### config.mk
export PLATFORM = sky130hd
export DESIGN_NAME = regfile_sweep
export DESIGN_NICKNAME = d
export VERILOG_FILES = /design/src/rtl/regfile_sweep.sv
export SDC_FILE = /design/constraint.sdc
export NUM_CORES = 1
export LEC_CHECK = 0
export BUFFER_PORTS_ARGS = -buffer_cell sky130_fd_sc_hd__clkbuf_2
export CORE_ASPECT_RATIO = 1.25
export CORE_UTILIZATION = 57
export DETAILED_ROUTE_END_ITERATION = 7
export PLACE_DENSITY = 0.77
export SETUP_SLACK_MARGIN = 0.3
export SYNTH_ARGS = -nofsm -noshare
export SYNTH_HDL_FRONTEND = slang
export SYNTH_SLANG_ARGS = --single-unit
export TNS_END_PERCENT = 30
### constraint.sdc
create_clock -name clk -period 3.21 [get_ports clk]
set_input_delay 0.321 -clock clk [delete_from_list [all_inputs] [get_ports clk]]
set_output_delay 0.321 -clock clk [all_outputs]
set_load 0.1 [all_outputs]
### src/rtl/regfile_sweep.sv
// regfile_sweep: DEPTH x WIDTH register file with two combinational read
// ports, one synchronous write port, optional hardwired-zero r0, optional
// write-to-read bypass, and a sweep FSM that zeroes the array after reset
// or on a clear request, holding ready low until the array is clean.
module regfile_sweep #(
  parameter int unsigned WIDTH    = 32,
  parameter int unsigned DEPTH    = 32,
  parameter int unsigned AW       = $clog2(DEPTH),
  parameter int unsigned ZERO_REG = 1,
  parameter int unsigned BYPASS   = 1
) (
  input  logic             clk,
  input  logic             rst,
  input  logic             clear,
  input  logic [AW-1:0]    readreg1,
  input  logic [AW-1:0]    readreg2,
  input  logic [AW-1:0]    writereg,
  input  logic [WIDTH-1:0] writedata,
  input  logic             RegWrite,
  output logic [WIDTH-1:0] readdata1,
  output logic [WIDTH-1:0] readdata2,
  output logic             ready
);

  // One extra bit so DEPTH itself is representable when DEPTH == 2**AW.
  localparam logic [AW:0]   DEPTH_X  = (AW+1)'(DEPTH);
  localparam logic [AW-1:0] LAST_IDX = AW'(DEPTH - 1);

  typedef enum logic {
    ST_CLEAR = 1'b0,
    ST_RUN   = 1'b1
  } state_e;

  state_e          state_q, state_d;
  logic [AW-1:0]   ptr_q, ptr_d;
  logic            ready_q, ready_d;

  logic [WIDTH-1:0] mem_q [DEPTH];

  logic             mem_we_c;
  logic [AW-1:0]    mem_waddr_c;
  logic [WIDTH-1:0] mem_wdata_c;
  logic             wr_legal_c;

  // Index lies inside the array (non-power-of-two DEPTH must not alias).
  function automatic logic in_range(input logic [AW-1:0] idx);
    return ({1'b0, idx} < DEPTH_X);
  endfunction

  // Index names the hardwired-zero register.
  function automatic logic is_zero_reg(input logic [AW-1:0] idx);
    return (ZERO_REG != 0) && (idx == '0);
  endfunction

  // Value seen on one read port, in priority order.
  function automatic logic [WIDTH-1:0] read_port(input logic [AW-1:0] idx);
    logic [WIDTH-1:0] val;
    val = '0;
    if (!ready_q || !in_range(idx) || is_zero_reg(idx)) begin
      val = '0;
    end else if ((BYPASS != 0) && wr_legal_c && (writereg == idx)) begin
      val = writedata;
    end else begin
      val = mem_q[idx];
    end
    return val;
  endfunction

  // A write that will actually land in the array on the next edge.
  always_comb begin
    wr_legal_c = (state_q == ST_RUN) && RegWrite && !clear &&
                 in_range(writereg) && !is_zero_reg(writereg);
  end

  // Sweep FSM next-state and array write-port selection.
  always_comb begin
    state_d     = state_q;
    ptr_d       = ptr_q;
    ready_d     = ready_q;
    mem_we_c    = 1'b0;
    mem_waddr_c = ptr_q;
    mem_wdata_c = '0;
    unique case (state_q)
      ST_CLEAR: begin
        mem_we_c    = 1'b1;
        mem_waddr_c = ptr_q;
        if (clear) begin
          ptr_d = '0;
        end else if (ptr_q == LAST_IDX) begin
          state_d = ST_RUN;
          ready_d = 1'b1;
        end else begin
          ptr_d = ptr_q + AW'(1);
        end
      end
      ST_RUN: begin
        if (clear) begin
          state_d = ST_CLEAR;
          ptr_d   = '0;
          ready_d = 1'b0;
        end else if (wr_legal_c) begin
          mem_we_c    = 1'b1;
          mem_waddr_c = writereg;
          mem_wdata_c = writedata;
        end
      end
      default: begin
        state_d = ST_CLEAR;
        ptr_d   = '0;
        ready_d = 1'b0;
      end
    endcase
  end

  // FSM state, sweep pointer and ready flag.
  always_ff @(posedge clk or posedge rst) begin
    if (rst) begin
      state_q <= ST_CLEAR;
      ptr_q   <= '0;
      ready_q <= 1'b0;
    end else begin
      state_q <= state_d;
      ptr_q   <= ptr_d;
      ready_q <= ready_d;
    end
  end

  // Array storage; not reset, and no write lands while rst is held.
  always_ff @(posedge clk) begin
    if (mem_we_c && !rst) begin
      mem_q[mem_waddr_c] <= mem_wdata_c;
    end
  end

  // Combinational read ports.
  always_comb begin
    readdata1 = read_port(readreg1);
    readdata2 = read_port(readreg2);
  end

  assign ready = ready_q;

endmodule

---- Word-level counts from Yosys, hierarchy flattened ----
Memory sizes are Yosys's and may differ from the RTL's.
Cells that the tools add are included.
word-level totals
  flip-flop bits (word level) ............. 7
  RAM bits ................................ 1024
  bits of input ports ..................... 51
  output and inout bits ................... 65
  word-level logic and storage cells ...... 57
  memories kept ........................... 1
memory list
  memory  words  bits a word  rd ports  clocked after memory_dff  wr ports  line  RTL
  mem_q   32     32           2         0                         1         38    logic [WIDTH-1:0] mem_q [DEPTH];
cells by class
  add/subtract/negate cells ............... 1
  eq/ne operators ......................... 7
  mux-type cells .......................... 27
  bitwise logic cells ..................... 1
  reduce and logical (&&, ||, !) cells .... 17
operators by type and width
  operator                                      count
  two-way mux 32 bit                            7
  two-way mux 5 bit                             5
  one-hot mux 5 bit (2 select lines)            2
  zero test 5 bit                               3
  == test 5 bit                                 2
  two-way mux 1 bit                             10
  logical AND 1 bit                             6
  inequality test 2 bit, second input constant  3
  one-hot mux 1 bit (2 select lines)            3
  adder 5 x 1 -> 5 bit, second input constant   1
  == test 5 bit, second input constant          1
  zero test 1 bit                               4
  inequality test 3 bit, second input constant  1
  AND reduction 3 bit                           1
  logical OR 1 bit                              2
  AND reduction 2 bit                           1
  inverter 1 bit                                1

---- Depth between registers and ports, before layout ----
  depth after elaboration ................. 9
  gate-level depth with buffers ........... 9

---- Worst setup path after synthesis ----
OpenSTA, ideal clock, no wires.
  kind .................................... input to register
  start point ............................. input writereg[2]
  end point ............................... memory mem_q[24][0], enable pin
  setup time .............................. 0.421 ns
  data arrival time ....................... 3.021 ns
  data required time ...................... 2.789 ns
  setup slack ............................. -0.232 ns
  cell stages on the path ................. 8
  path buffers ............................ 3
  cells stage by stage .................... buf_2 > or3_4 > o21a_1 > buf_2 > buf_6 > o31ai_4 > nand2_1 > nor2_1
between the ends
  longest elaborated chain between the ends .. 9
  elaborated cells on any way between the ends .. 12
ends and longest elaborated chain
  what                                     line  RTL
  start, declared                          17    input logic [AW-1:0] writereg,
  zero test 5 bit                          52    return (ZERO_REG != 0) && (idx == '0);
  zero test 1 bit                          72    in_range(writereg) && !is_zero_reg(writereg);
  logical AND 1 bit                        72
  two-way mux 1 bit                        101   end else if (wr_legal_c) begin
  two-way mux 1 bit                        97    if (clear) begin
  one-hot mux 1 bit (2 select lines)       83    unique case (state_q)
  logical AND 1 bit                        130   if (mem_we_c && !rst) begin
  two-way mux 1 bit                        130
  two-way mux 1 bit (not written as such)  131   mem_q[mem_waddr_c] <= mem_wdata_c;
  end, declared                            38
Several ways; a longest one is shown, not always the timed one.

---- Worst setup path in the final report ----
  start point ............................. register state_q
  end point ............................... output readdata1[9]
between the ends
  longest elaborated chain between the ends .. 6
ends and longest elaborated chain
  what                            line  RTL
  start, declared                 34    state_e state_q, state_d;
  start signal, assigned          122   state_q <= state_d;
  logical AND 1 bit (2 in a row)  71    wr_legal_c = (state_q == ST_RUN) && RegWrite && !clear &&
  logical AND 1 bit               72
  logical AND 1 bit               61    end else if ((BYPASS != 0) && wr_legal_c && (writereg == idx)) begin
  two-way mux 32 bit              61
  two-way mux 32 bit              59    if (!ready_q || !in_range(idx) || is_zero_reg(idx)) begin
  end, declared                   20    output logic [WIDTH-1:0] readdata1,
No other way between the ends.

==> summary.txt <==
Hold WC Path Type: in -> async
Drc violations: 0
Routed length per instance: 35.4 µm
Setup violations, final: 0
Crit path DAT: 2.84 ns
Worst path top cell family by delay: compound AO/OA/AOI/OAI gates
Clock sink count: 1031
Async S/R FF share, synth: 0.00679
Power per cell area: 518 nW/µm²
Detailed Place HPWL: 94.5 mm
Post-route ant nets: 0
Post-synth top area share: 0.624
GRT Total Usage: 0.351
Max IR drop VDD: 430 µV
Fin. max-slew vios: 0
Leak Pwr: 18.9 nW
Worst R2R Start: state_q
Initial antenna violation count: 8
Buffers and inverters on the worst path: 3
H-tree level count: 3
Pin count of the biggest net entering global routing: 63
Routed wire length: 154 mm
Startpoint Class: flip-flop
Die Width: 265 µm
Fill cells: 5420
Gate Count Post-Synth: 2935
Number of synthesized register bits: 1031
Die ar.: 87600 µm²
Layout Cells excl Fill: 4347
Max stage delay cell, worst path: dfrtp_1
Util after Layout: 0.672
Endpoint class of the critical path: primary output
DR pass1 iterations: 6
Status: finished, final reports clean
Port bufs: 115
Final WS setup: 0.0495 ns
Register Area: 30900 µm²
Yosys warns: 0
Clk slew on worst S/H paths: 0.06 ns
CTS root buf: clkbuf_16
Number of synthesized flops with an enable pin: 1024
Crit-path cells: and3b_2, o2111ai_2, o211ai_4, buf_4, buf_12, a21oi_1, a211o_1, buf_12
Worst Tran Pin Value: 1.19 ns
Post-DP Area: 53800 µm²
Max-cap violations: 0
Layout cells sized above 1: 0.265
Post-DR vias/cell: 7.52
Clk Latency, worst-skew pair: 0.70 ns
Final net count: 3217
Reg2reg end: mem_q[4][16]
First-pass GRT wire length: 221 mm
Num CTS Buffers: 96
Fmax: 0.316 GHz
Largest stage delay, worst path: 0.36 ns
Via count: 32700
Pre-CTS WS: 0.141 ns
Worst path most repeated cell: buf_12
Starting Density: 0.576
Avg Inst Size Synth: 16.8 µm²
DR iter-0 viols: 4657
Register area share after synthesis: 0.628
Final Critical Period: 3.16 ns
Total grt overflow: 0
Final Hold Vio Count: 0
Cell variety after synth: 59
Crit Path Category: reg -> out
Top FF cell, synth: edfxtp_1
R2R depth: 6
Fin Clk Skew: 0.0295 ns
FP Rows: 120
Critical path depth in cells: 8
Cell Area, Synth: 49300 µm²
Die height: 331 µm
Worst relative slew slack: 0.210
Top-level I/O count: 116
CTS max path bufs: 3
Crit path max fanout: 15
Design area: 57500 µm²
Placed instance count: 4141
TritonCTS clock tree: done
Worst reg-to-reg setup slack: 0.19 ns
Area occupied by multi-input gates: 17400 µm²
Top cells by area, synth: edfxtp_1, mux4_2, mux2i_1
Final Cycle Share: 0.985
Core area: 85600 µm²
Leading area contributor after synthesis: edfxtp_1
RSZ-0062 raised after global routing: true
Mapped Nets: 2988
Area growth syn-to-layout: 16.8%
Vias in the first global route: 33800
Req. time, crit path: 2.89 ns
GP Congestion: 0.948
## cells in the final DEF (no fill, tap or decap), drive strengths merged, types with 6 or more instances in the layout
cell type and instances:
clkinv 54, a221oi 256, buf 335, edfxtp 1024
xnor2 11, clkbuf 151, mux4 256, nand2 23
nor2 41, bufinv 10, a211oi 32, a22oi 65
inv 16, o21ai 200, diode 6, a21oi 101
and2 34, dfrtp 7, mux2i 513, a211o 64
## cell usage after synthesis, types with 4 or more instances
| cell | instances |
|---|---|
| nor2b_1 | 4 |
| clkbuf_1 | 108 |
| inv_1 | 5 |
| a211oi_1 | 32 |
| buf_4 | 55 |
| xnor2_1 | 11 |
| a22oi_1 | 65 |
| a211o_1 | 64 |
| mux2i_1 | 513 |
| o21ai_1 | 21 |
| nor2_1 | 40 |
| nand2_1 | 21 |
| buf_6 | 18 |
| mux4_2 | 256 |
| nand3_1 | 4 |
| and2_1 | 34 |
| a31oi_1 | 4 |
| a21oi_1 | 101 |
| a221oi_1 | 256 |
| edfxtp_1 | 1024 |
| dfrtp_1 | 7 |
| o21ai_0 | 178 |
| buf_2 | 66 |
## state kept, by name, indices dropped and copies added, names as in the netlist
register,cells
mem_q,1024
ptr_q,5
ready,1
state_q,1
## cell type report
cell class                 count  area share
antenna                        6    0.000261
sequential                  1031       0.538
timing repair buffer         384      0.0817
inverter                       9    0.000587
tap                         1098      0.0239
clock buffer                 104      0.0426
multi-input combinational   1642       0.302
clock inverter                73      0.0113
## per-layer routing
metal	wire (µm)	up-vias	part of all wire	global-route usage
li1	-	13000	-	-
met2	73100	2672	0.48	0.560
met5	12	-	0.000078	0
met1	49400	16300	0.32	0.425
met4	11500	2	0.075	0.242
met3	19900	710	0.13	0.0850
## cell families after synthesis
family / synth area share
AND/OR/NAND/NOR: 0.0131
adder cells (fa/ha/maj): 0.000508
buffers and inverters: 0.0295
AO/OA/AOI/OAI: 0.106
flip-flops: 0.628
multiplexers: 0.221
XOR/XNOR: 0.00231
## stage by stage
stage          hold WS [ns]  TNS (ns)  power [W]
2_1_floorplan         0.140   -127.33     0.0172
3_3_place_gp          0.367         0     0.0184
4_1_cts               0.203         0     0.0297
6_report              0.224         0     0.0298
3_5_place_dp          0.369         0     0.0185
5_1_grt               0.260         0     0.0304
## report_power, final
group          internal (W)  switching [W]
Clock               0.00634        0.00509
Sequential           0.0147      0.0000531
Combinational       0.00134        0.00227
## timing repair
item                       CTS  global route
buffers inserted             6             9
gates cloned                 2             4
setup endpoints to repair  172           214
hold buffers                 2             0
pin swaps                   13            15
hold endpoints to repair    14             0
resized for setup           29            31
## worst min-delay path, cell delays in order
cell,delay [ns]
dlygate4sd3_1,0.54
clkbuf_2,0.18
inv_1,0.28
## how the worst max path moves through the flow
stage | from | to
floorplan | writereg[2] | mem_q[0][0]
global placement | clear | readdata1[23]
detailed placement | clear | readdata1[23]
CTS | state_q | readdata2[13]
global route | state_q | readdata2[13]
finish | state_q | readdata1[9]
Power figures use the tool's default switching activity.
